--- src/rtl/ceespu_branch_resolver.sv ---
// In-order queue of predicted branches, resolved against execute outcomes.
// Returns registered predictor updates, and a flush with the corrected PC on a mispredict.
module ceespu_branch_resolver #(
    parameter int DEPTH_LOG2 = 2,
    parameter int CNT_WIDTH  = 16
) (
    input  logic                 clk,
    input  logic                 rst,

    input  logic                 I_push,
    input  logic [24:0]          I_push_PC,
    input  logic [1:0]           I_push_state,
    input  logic                 I_push_prediction,
    input  logic [24:0]          I_push_target,
    output logic                 O_full,
    output logic                 O_empty,

    input  logic                 I_resolve,
    input  logic                 I_taken,
    input  logic [24:0]          I_target,

    output logic                 O_update_table,
    output logic                 O_branch_taken,
    output logic [15:0]          O_branch_address,
    output logic [1:0]           O_branch_prediction_state,
    output logic                 O_flush,
    output logic [24:0]          O_redirect_PC,
    output logic                 O_error,
    output logic [CNT_WIDTH-1:0] O_branch_count,
    output logic [CNT_WIDTH-1:0] O_mispredict_count
);

    localparam int                   DEPTH     = 1 << DEPTH_LOG2;
    localparam logic [DEPTH_LOG2:0]  CNT_FULL  = (DEPTH_LOG2 + 1)'(DEPTH);
    localparam logic [DEPTH_LOG2:0]  CNT_ONE   = (DEPTH_LOG2 + 1)'(1);
    localparam logic [DEPTH_LOG2-1:0] PTR_ONE  = DEPTH_LOG2'(1);
    localparam logic [CNT_WIDTH-1:0] STAT_MAX  = '1;
    localparam logic [CNT_WIDTH-1:0] STAT_ONE  = CNT_WIDTH'(1);

    typedef struct packed {
        logic [24:0] pc;
        logic [1:0]  state;
        logic        pred;
        logic [24:0] target;
    } entry_t;

    entry_t                mem_q [DEPTH];
    logic [DEPTH_LOG2-1:0] wptr_q, wptr_d;
    logic [DEPTH_LOG2-1:0] rptr_q, rptr_d;
    logic [DEPTH_LOG2:0]   count_q, count_d;

    logic                  update_q;
    logic                  taken_q;
    logic [15:0]           addr_q;
    logic [1:0]            state_q;
    logic                  flush_q;
    logic [24:0]           redirect_q, redirect_d;
    logic                  error_q;
    logic [CNT_WIDTH-1:0]  branch_cnt_q, branch_cnt_d;
    logic [CNT_WIDTH-1:0]  mispred_cnt_q, mispred_cnt_d;

    entry_t head;
    entry_t push_entry;
    logic   pop;
    logic   resolve_err;
    logic   mispredict;
    logic   push_ok;

    assign O_full  = (count_q == CNT_FULL);
    assign O_empty = (count_q == '0);

    assign head        = mem_q[rptr_q];
    assign push_entry  = '{pc: I_push_PC, state: I_push_state,
                           pred: I_push_prediction, target: I_push_target};
    assign pop         = I_resolve && !O_empty;
    assign resolve_err = I_resolve && O_empty;

    // Target is only meaningful when both predicted and actual direction are taken.
    assign mispredict  = pop && ((I_taken != head.pred) ||
                                 (I_taken && head.pred && (I_target != head.target)));

    // A push during a mispredict is on the wrong path and is dropped.
    assign push_ok     = I_push && !mispredict && (!O_full || pop);

    assign redirect_d  = I_taken ? I_target : (head.pc + 25'd4);

    always_comb begin
        wptr_d  = wptr_q;
        rptr_d  = rptr_q;
        count_d = count_q;
        if (mispredict) begin
            wptr_d  = '0;
            rptr_d  = '0;
            count_d = '0;
        end else begin
            if (push_ok) wptr_d = wptr_q + PTR_ONE;
            if (pop)     rptr_d = rptr_q + PTR_ONE;
            case ({push_ok, pop})
                2'b10:   count_d = count_q + CNT_ONE;
                2'b01:   count_d = count_q - CNT_ONE;
                default: count_d = count_q;
            endcase
        end
    end

    always_comb begin
        branch_cnt_d  = branch_cnt_q;
        mispred_cnt_d = mispred_cnt_q;
        if (pop && (branch_cnt_q != STAT_MAX))
            branch_cnt_d = branch_cnt_q + STAT_ONE;
        if (mispredict && (mispred_cnt_q != STAT_MAX))
            mispred_cnt_d = mispred_cnt_q + STAT_ONE;
    end

    // Entry storage needs no reset: a slot is only read once the count covers it.
    always_ff @(posedge clk) begin
        if (push_ok)
            mem_q[wptr_q] <= push_entry;
    end

    always_ff @(posedge clk) begin
        if (rst) begin
            wptr_q        <= '0;
            rptr_q        <= '0;
            count_q       <= '0;
            update_q      <= 1'b0;
            taken_q       <= 1'b0;
            addr_q        <= '0;
            state_q       <= '0;
            flush_q       <= 1'b0;
            redirect_q    <= '0;
            error_q       <= 1'b0;
            branch_cnt_q  <= '0;
            mispred_cnt_q <= '0;
        end else begin
            wptr_q        <= wptr_d;
            rptr_q        <= rptr_d;
            count_q       <= count_d;
            update_q      <= pop;
            flush_q       <= mispredict;
            error_q       <= resolve_err;
            branch_cnt_q  <= branch_cnt_d;
            mispred_cnt_q <= mispred_cnt_d;
            if (pop) begin
                taken_q <= I_taken;
                addr_q  <= head.pc[15:0];
                state_q <= head.state;
            end
            if (mispredict)
                redirect_q <= redirect_d;
        end
    end

    assign O_update_table            = update_q;
    assign O_branch_taken            = taken_q;
    assign O_branch_address          = addr_q;
    assign O_branch_prediction_state = state_q;
    assign O_flush                   = flush_q;
    assign O_redirect_PC             = redirect_q;
    assign O_error                   = error_q;
    assign O_branch_count            = branch_cnt_q;
    assign O_mispredict_count        = mispred_cnt_q;

endmodule
--- config.mk ---
export PLATFORM = sky130hd
export DESIGN_NAME = ceespu_branch_resolver
export DESIGN_NICKNAME = d
export VERILOG_FILES = /design/src/rtl/ceespu_branch_resolver.sv
export SDC_FILE = /design/constraint.sdc
export NUM_CORES = 1
export LEC_CHECK = 0
export BUFFER_PORTS_ARGS = -buffer_cell sky130_fd_sc_hd__buf_4
export CAP_MARGIN = 20
export CORE_ASPECT_RATIO = 0.6
export CORE_MARGIN = 3
export CORE_UTILIZATION = 45
export CTS_BUF_LIST = sky130_fd_sc_hd__clkbuf_16
export DETAILED_ROUTE_END_ITERATION = 10
export MAX_ROUTING_LAYER = met4
export PLACE_DENSITY = 0.73
export SYNTH_ARGS = -nofsm -noshare
export SYNTH_HDL_FRONTEND = slang
export SYNTH_SLANG_ARGS = --single-unit
--- constraint.sdc ---
create_clock -name clk -period 8.6 [get_ports clk]
set_clock_uncertainty 0.2 [all_clocks]
set_input_delay 0.86 -clock clk [delete_from_list [all_inputs] [get_ports clk]]
set_output_delay 0.86 -clock clk [all_outputs]
set_load 0.05 [all_outputs]
==> results of run 1 <==
## power groups by stage
stage	logic [mW]	registers (mW)	clock network (mW)
2_1_floorplan	0.882	2.09	0
3_3_place_gp	1.38	1.93	0
3_5_place_dp	1.40	1.93	0
4_1_cts	1.40	1.90	1.24
5_1_grt	1.50	1.93	1.30
6_report	1.40	1.90	1.22
## stage by stage
| step | power [mW] | hold slack (ns) | utilization (%) | area (µm²) |
|---|---|---|---|---|
| 6_report | 4.52 | 0.259 | 55.3 | 14800 |
| 5_1_grt | 4.72 | 0.276 | 55.3 | 14800 |
| 4_1_cts | 4.54 | 0.257 | 55.2 | 14800 |
| 3_5_place_dp | 3.33 | 0.248 | 51.9 | 13900 |
| 3_3_place_gp | 3.30 | 0.247 | 51.9 | 13900 |
| 2_1_floorplan | 2.97 | 0.328 | - | 12500 |
## cell usage after synthesis (16+ instances only)
library cell / instances / area, µm²
a21oi_1: 39 / 195
clkbuf_1: 22 / 82.6
dfxtp_1: 88 / 1760
edfxtp_1: 212 / 6370
inv_1: 18 / 67.6
mux2i_1: 21 / 210
mux4_2: 48 / 1080
nand2_1: 76 / 285
nand3_1: 18 / 90.1
nand4_1: 16 / 100
nor2_1: 57 / 214
o21ai_0: 20 / 100
xnor2_1: 47 / 412
xor2_1: 18 / 158
## final cells by class
class | count | area share [%]
antenna | 1 | 0.0169
clock buffer | 27 | 4.56
clock inverter | 21 | 1.44
inverter | 19 | 0.481
multi-input combinational | 490 | 26.9
sequential | 300 | 54.9
tap | 360 | 3.04
timing repair buffer | 171 | 8.66
## critical path, stage by stage (launching register included)
cell       delay, ns
dfxtp_4         0.64
buf_4           0.59
mux4_2          0.59
ha_1            0.31
nand4b_1        0.26
a2111oi_4       0.54
a21o_4          0.64
and2b_1         0.27
and2_2          0.15
buf_4           0.61
## worst paths after layout
check                        endpoint           startpoint  cells after the start  slack (ns)
setup reg to reg         mem_q[0][26]             register                      9        3.31
setup / recovery         mem_q[0][26]             register                      9        3.31
hold reg to reg   O_branch_address[1]  O_branch_address[1]                      2        0.26
hold / removal    O_branch_address[1]  O_branch_address[1]                      2        0.26
## layer usage
layer  track usage [%]  vias to the layer above
met4              4.07                        0
met5                 -                        -
met3              5.13                       44
met1              29.2                     3766
met2              29.6                      303
li1                  -                     3528
## logic make-up after synthesis
family	Yosys count
DFF	300
adders and majority gates	9
and+or+nand+nor	240
AOI/OAI and AO/OA	100
xor gates and xnor gates	65
muxes	76
buffers and inverters	60
## sequential cells by signal, summed over array words and instances (netlist names), named ones only
register	count
O_branch_count	16
O_flush	1
count_q	3
O_branch_taken	1
O_branch_address	16
O_mispredict_count	16
wptr_q	2
O_branch_prediction_state	2
O_update_table	1
O_error	1
rptr_q	2
mem_q	212
O_redirect_PC	25
## cells in the final DEF (no fill, tap or decap), types with 4 or more instances in the layout
cell type / instances
xnor2_1: 47
nand3b_1: 4
clkinv_2: 7
and2_1: 5
mux2i_1: 21
or3_1: 13
buf_4: 171
nor4_1: 5
o21ai_0: 20
clkinv_1: 4
and2_2: 4
nand4_1: 16
a211o_1: 7
o21ai_1: 11
nand2_1: 76
nor2b_1: 8
mux4_2: 48
or4_1: 4
bufinv_16: 4
dfxtp_1: 86
clkbuf_16: 27
edfxtp_1: 212
xor2_1: 18
nor2_1: 57
nor3_1: 10
nand3_1: 18
a21oi_1: 39
ha_1: 8
inv_1: 19
==> summary.md, run 1 <==
| Metric | Value |
|---|---|
| Final instance count without filler cells | 1389 |
| Final antenna-violating net count | 0 |
| Total met3 wirelength after detailed routing | around 2600 µm |
| Register area share after synthesis | 65.1% |
| Port-buffer cells | 163 |
| Number of nets in the layout | 1101 |
| Int Power | 3.01 mW |
| Kind of start point of the critical path | register |
| Starting DRT DRC Count | 792 |
| Clock insertion delay at the later pin of the skew report | between 0.5 and 0.6 ns |
| Synth Area in Compound Gates | under 10% |
| Routed wirelength normalized by instance count | 21.5 µm |
| Combined area of all synthesized cells | 0.0125 mm² |
| DRC violation count after routing | 0 |
| Seq. cell area | 0.00813 mm² |
| Share of synthesized cell area in full adder, half adder and majority cells | 0.962% |
| Number of hold violations in the final report | 0 |
| Num ports | 164 |
| DR vias | about 7600 |
| Pre-CTS setup slack | 3.30 ns |
| Number of vias per cell after detailed routing | about 5.5 |
| Share of synthesized cell area in and, or, nand and nor gates | 9.76% |
| Max clock buf depth | 3 |
| Worst setup EP type | register |
| Dominant combinational cell family by area after synthesis | multiplexers |
| Starting Density | 46.5% |
| CTS Hold Bufs | 0 |
| Max transition margin | a little under 30% |
| Critical path required time | around 8.6 ns |
| Placed insts | 1339 |
| Ys async rst share | 0% |
| Std-Cell Core Area | between 0.02 and 0.03 mm² |
| Peak Freq | 0.189 GHz |
| Highest net fanout along the worst path | between 50 and 60 |
| Peak supply drop | 187 µV |
| Vias in the first global route | 7410 |
| Net switching power | 1.51 mW |
| Critical path class | register to register |
| Number of fill cells in the layout | 2206 |
| Detailed-routing iteration count for the pre-antenna-repair pass | 5 |
| Largest net degree at the start of global routing | 99 |
| Final setup violating endpoints | 0 |
| Mean area per synthesized cell | 14.7 µm² |
| Number of storage elements in the synthesis netlist | 300 |
| Register share of total power | between 40% and 50% |
| Area added between synthesis and finish | 18.7% |
| HPWL reported at the end of detailed placement | around 20000 µm |
| Clock tree from TritonCTS | yes |
| CTS HTree Levels | 1 |
| X dimension of the die | 221 µm |
| TritonCTS Sinks | 300 |
| Detailed-route wire length | between 20000 and 30000 µm |
| Instance count of the mapped netlist | 850 |
| Final setup slack of the worst path | about 3.3 ns |
| Library cells used by synthesis | 65 |
| Clock network fraction of design power | 27.0% |
| Mapped Nets | 942 |
| Arrival time at the worst endpoint | 5.25 ns |
| Post-Synth XOR/XNOR Area | 4.56% |
| Number of rows in the core area | 46 |
| Height of the die | 135 µm |
| Wire length of the first global-routing pass | 45000 µm |
| Standby leakage power | 5.16 nW |
| Number of enable flip-flop cells after synthesis | 212 |
| Full die area | 0.0298 mm² |
| Met2 layer wire length in the routed design | between 10000 and 15000 µm |
| CTS clk-pin slew, worst paths | about 0.070 ns |
| CTS-repair resized insts | 0 |
| Measured slew at the worst slew-check pin | 1.06 ns |
| Accumulated negative setup slack | 0 ns |
| Outcome | finished, final reports clean |
| Post-synth top flop | edfxtp_1 |
| Post-CTS setup buffers | 0 |
| Total power divided by cell area | 305 mW/mm² |
| Clk Tree Root Cell | clkbuf_16 |
| Remaining Overflow, GRT | 0 |
| Total area of multi-input combinational cells | between 0.003 and 0.004 mm² |
| Length of routed wiring on met1 | between 10000 and 15000 µm |
| Min Clock Period, post-route | about 5.3 ns |
| Net switching fraction of the power | between 30% and 40% |
| Final cycle utilization of the critical path | between 60% and 70% |
| Synthesis warning total | 0 |
| Global Route Usage Sum | 20.3% |
| Gate power share | between 30% and 40% |
| Final Max Tran Viols | 0 |
| Number of max-capacitance violations reported | 0 |
| Fraction of layout cells with a size suffix above 1 | ~28% |
| Class of the worst hold path | register to register |
| Clock buffers created by TritonCTS | 27 |
| Top layer in use | met4 |
| Share of synthesized area spent on multiplexers | 11.4% |
| Routability congestion estimate | 0.800 |
| Number of antenna violations at the first check in global routing | 1 |
| Unrepaired setup endpoints after global routing | no |
(Power assumes the default switching activity.)
==> run 2: changes to the inputs <==
==> constraint.sdc (replaced) <==
create_clock -name clk -period 5.3 [get_ports clk]
set_clock_uncertainty 0.2 [all_clocks]
set_input_delay 0.53 -clock clk [delete_from_list [all_inputs] [get_ports clk]]
set_output_delay 0.53 -clock clk [all_outputs]
set_load 0.05 [all_outputs]
==> summary.md, run 2 (synthesis results as in run 1) <==
| Metric | Value |
|---|---|
| Final antenna-violating net count | 0 |
| Clock insertion delay at the later pin of the skew report | 0.55 ns |
| Routability congestion estimate | 0.807 |
| Fraction of layout cells with a size suffix above 1 | 27.0% |
| Final instance count without filler cells | 1447 |
| Number of rows in the core area | 46 |
| Most common cell after layout, fill and taps aside | edfxtp_1 |
| Height of the die | 135 µm |
| Worst hold path stage count | 1 |
| Max transition margin | 29.8% |
| Int Power | around 5.1 mW |
| Worst setup EP type | register |
| WHS | 0.0303 ns |
| X dimension of the die | around 220 µm |
| Post-detailed-placement cell area | roughly 0.014 mm² |
| Flop2flop setup slack | 0.86 ns |
| Register with the most flip-flops | mem_q |
| Final cycle utilization of the critical path | 83.8% |
| Total power divided by cell area | between 400 and 500 mW/mm² |
| Number of diodes added for antenna fixing | 0 |
| Measured slew at the worst slew-check pin | about 1.1 ns |
| Longest individual stage delay on the worst path | 0.75 ns |
| DR vias | 7770 |
| Number of flip-flops under the largest register name | 212 |
| Routed wirelength normalized by instance count | 20.5 µm |
| Number of max-capacitance violations reported | 0 |
| Highest net fanout along the worst path | 33 |
| Cell-by-cell trace of the critical path | mux4_2, ha_1, nand4b_1, a2111oi_4, a21o_4, a21oi_1, fa_1, or3_1, o21ai_0, xnor2_1, nor3_1 |
| Worst reg-to-reg path cell count | 11 |
| Clk Tree Root Cell | clkbuf_16 |
| Register share of total power | between 40% and 50% |
| Number of nets in the layout | 1159 |
| Largest net degree at the start of global routing | 99 |
| Post-CTS setup buffers | 0 |
| Min Clock Period, post-route | 4.44 ns |
| Clock tree from TritonCTS | yes |
| Cell type of the slowest stage on the worst timing path | dfxtp_4 |
| Max clock buf depth | 3 |
| Number of fill cells in the layout | 2141 |
| Wire length of the first global-routing pass | 45900 µm |
| Final Max Tran Viols | 0 |
| Leading cell types in the layout, fill and taps excluded | edfxtp_1, buf_4, dfxtp_1 |
| Std-Cell Core Area | ~0.027 mm² |
| Critical path buffers and inverters | 0 |
| Placed insts | 1345 |
| Standby leakage power | roughly 5.5 nW |
| Global Route Usage Sum | 20.6% |
| TritonCTS Sinks | 300 |
| Critical hold path startpoint | I_push_PC[19] |
| Area added between synthesis and finish | 24.4% |
| Detailed-routing iteration count for the pre-antenna-repair pass | 5 |
| Vias in the first global route | ~7600 |
| Arrival time at the worst endpoint | 4.64 ns |
| Clock buffers created by TritonCTS | 28 |
| Accumulated negative setup slack | 0 ns |
| DRC violation count after routing | 0 |
| Final setup violating endpoints | 0 |
| Starting Density | 46.5% |
| Full die area | 0.0298 mm² |
| Pre-CTS setup slack | 0.791 ns |
| Unrepaired setup endpoints after global routing | no |
| Number of antenna violations at the first check in global routing | 0 |
| Kind of start point of the critical path | register |
| Net switching fraction of the power | 32.6% |
| Net switching power | 2.45 mW |
| Num ports | 164 |
| Critical path class | register to register |
| Post-route cell area | 0.0155 mm² |
| CTS clk-pin slew, worst paths | approximately 0.070 ns |
| Remaining Overflow, GRT | 0 |
| Peak Freq | 0.225 GHz |
| Port-buffer cells | around 160 |
| Detailed-route wire length | 29700 µm |
| CTS HTree Levels | 1 |
| Worst Hold End | mem_q[1][47] |
| Number of vias per cell after detailed routing | 5.37 |
| HPWL reported at the end of detailed placement | 20300 µm |
| Reg2reg end | count_q[2] |
| Starting DRT DRC Count | 760 |
| Class of the worst hold path | input port to register |
| Final setup slack of the worst path | between 0.8 and 0.9 ns |
| Number of hold violations in the final report | 0 |
| Clock network fraction of design power | between 20% and 30% |
| Crit path max-delay family | compound AO/OA/AOI/OAI gates |
| Critical path required time | around 5.5 ns |
| Peak supply drop | 302 µV |
| Gate power share | 30.7% |
| Outcome | finished, final reports clean |
## run 2: cell count changes in the layout (fill, tap and decap cells not counted), sizes merged
cell	before	now
buf	171	176
bufinv	4	6
clkbuf	27	29
clkinv	13	9
diode	1	0
dlygate4sd3	0	52
inv	20	22
## run 2: how the worst max path moves through the flow
stage	startpoint	to	slack [ns]	cells past startpoint
3_5_place_dp	register	count_q[2]	0.79	12
2_1_floorplan	register	mem_q[2][0]	0.43	13
5_1_grt	register	count_q[2]	0.51	12
3_3_place_gp	register	count_q[2]	0.89	12
6_report	register	count_q[2]	0.86	11
4_1_cts	register	count_q[2]	0.74	12
## run 2: what timing repair did
| action | 4_1_cts | 5_1_grt |
|---|---|---|
| hold buffers | 52 | 0 |
| gates resized for setup | 0 | 0 |
| endpoints found under the hold margin | 208 | 0 |
| endpoints found under the setup margin | 0 | 0 |
## run 2: worst register-to-register path, cell delays in order (launching register included)
cell       delay (ns)
dfxtp_4          0.75
mux4_2           0.59
ha_1             0.31
nand4b_1         0.23
a2111oi_4        0.53
a21o_4           0.44
a21oi_1          0.16
fa_1             0.44
or3_1            0.36
o21ai_0          0.10
xnor2_1          0.14
nor3_1           0.06
## run 2: area by class of cell
cell class / count / area [µm²] / area share (%)
Sequential cell: 300 / 8130 / 52.4
Multi-Input combinational cell: 490 / 3990 / 25.7
Timing Repair Buffer: 228 / 1900 / 12.3
Clock buffer: 29 / 726 / 4.67
Tap cell: 360 / 450 / 2.90
Clock inverter: 21 / 250 / 1.61
Inverter: 19 / 71.3 / 0.459
## run 2: layer usage
metal	GRT usage [%]	wire [µm]
met1	30.4	13600
met5	-	0
met4	3.89	527
met2	29.9	13300
met3	4.32	2270
## run 2: power by group through the flow
stage          clock, mW  sequential (mW)  combinational, mW
4_1_cts             2.16             3.10               2.33
5_1_grt             2.26             3.14               2.46
6_report            2.13             3.09               2.31
2_1_floorplan          0             3.39               1.43
3_3_place_gp           0             3.13               2.25
3_5_place_dp           0             3.15               2.28
## run 2: per-stage QoR
stage	util [%]	power (mW)
6_report	57.9	7.53
5_1_grt	57.9	7.87
4_1_cts	57.9	7.59
3_5_place_dp	52.3	5.43
3_3_place_gp	52.3	5.39
2_1_floorplan	-	4.83
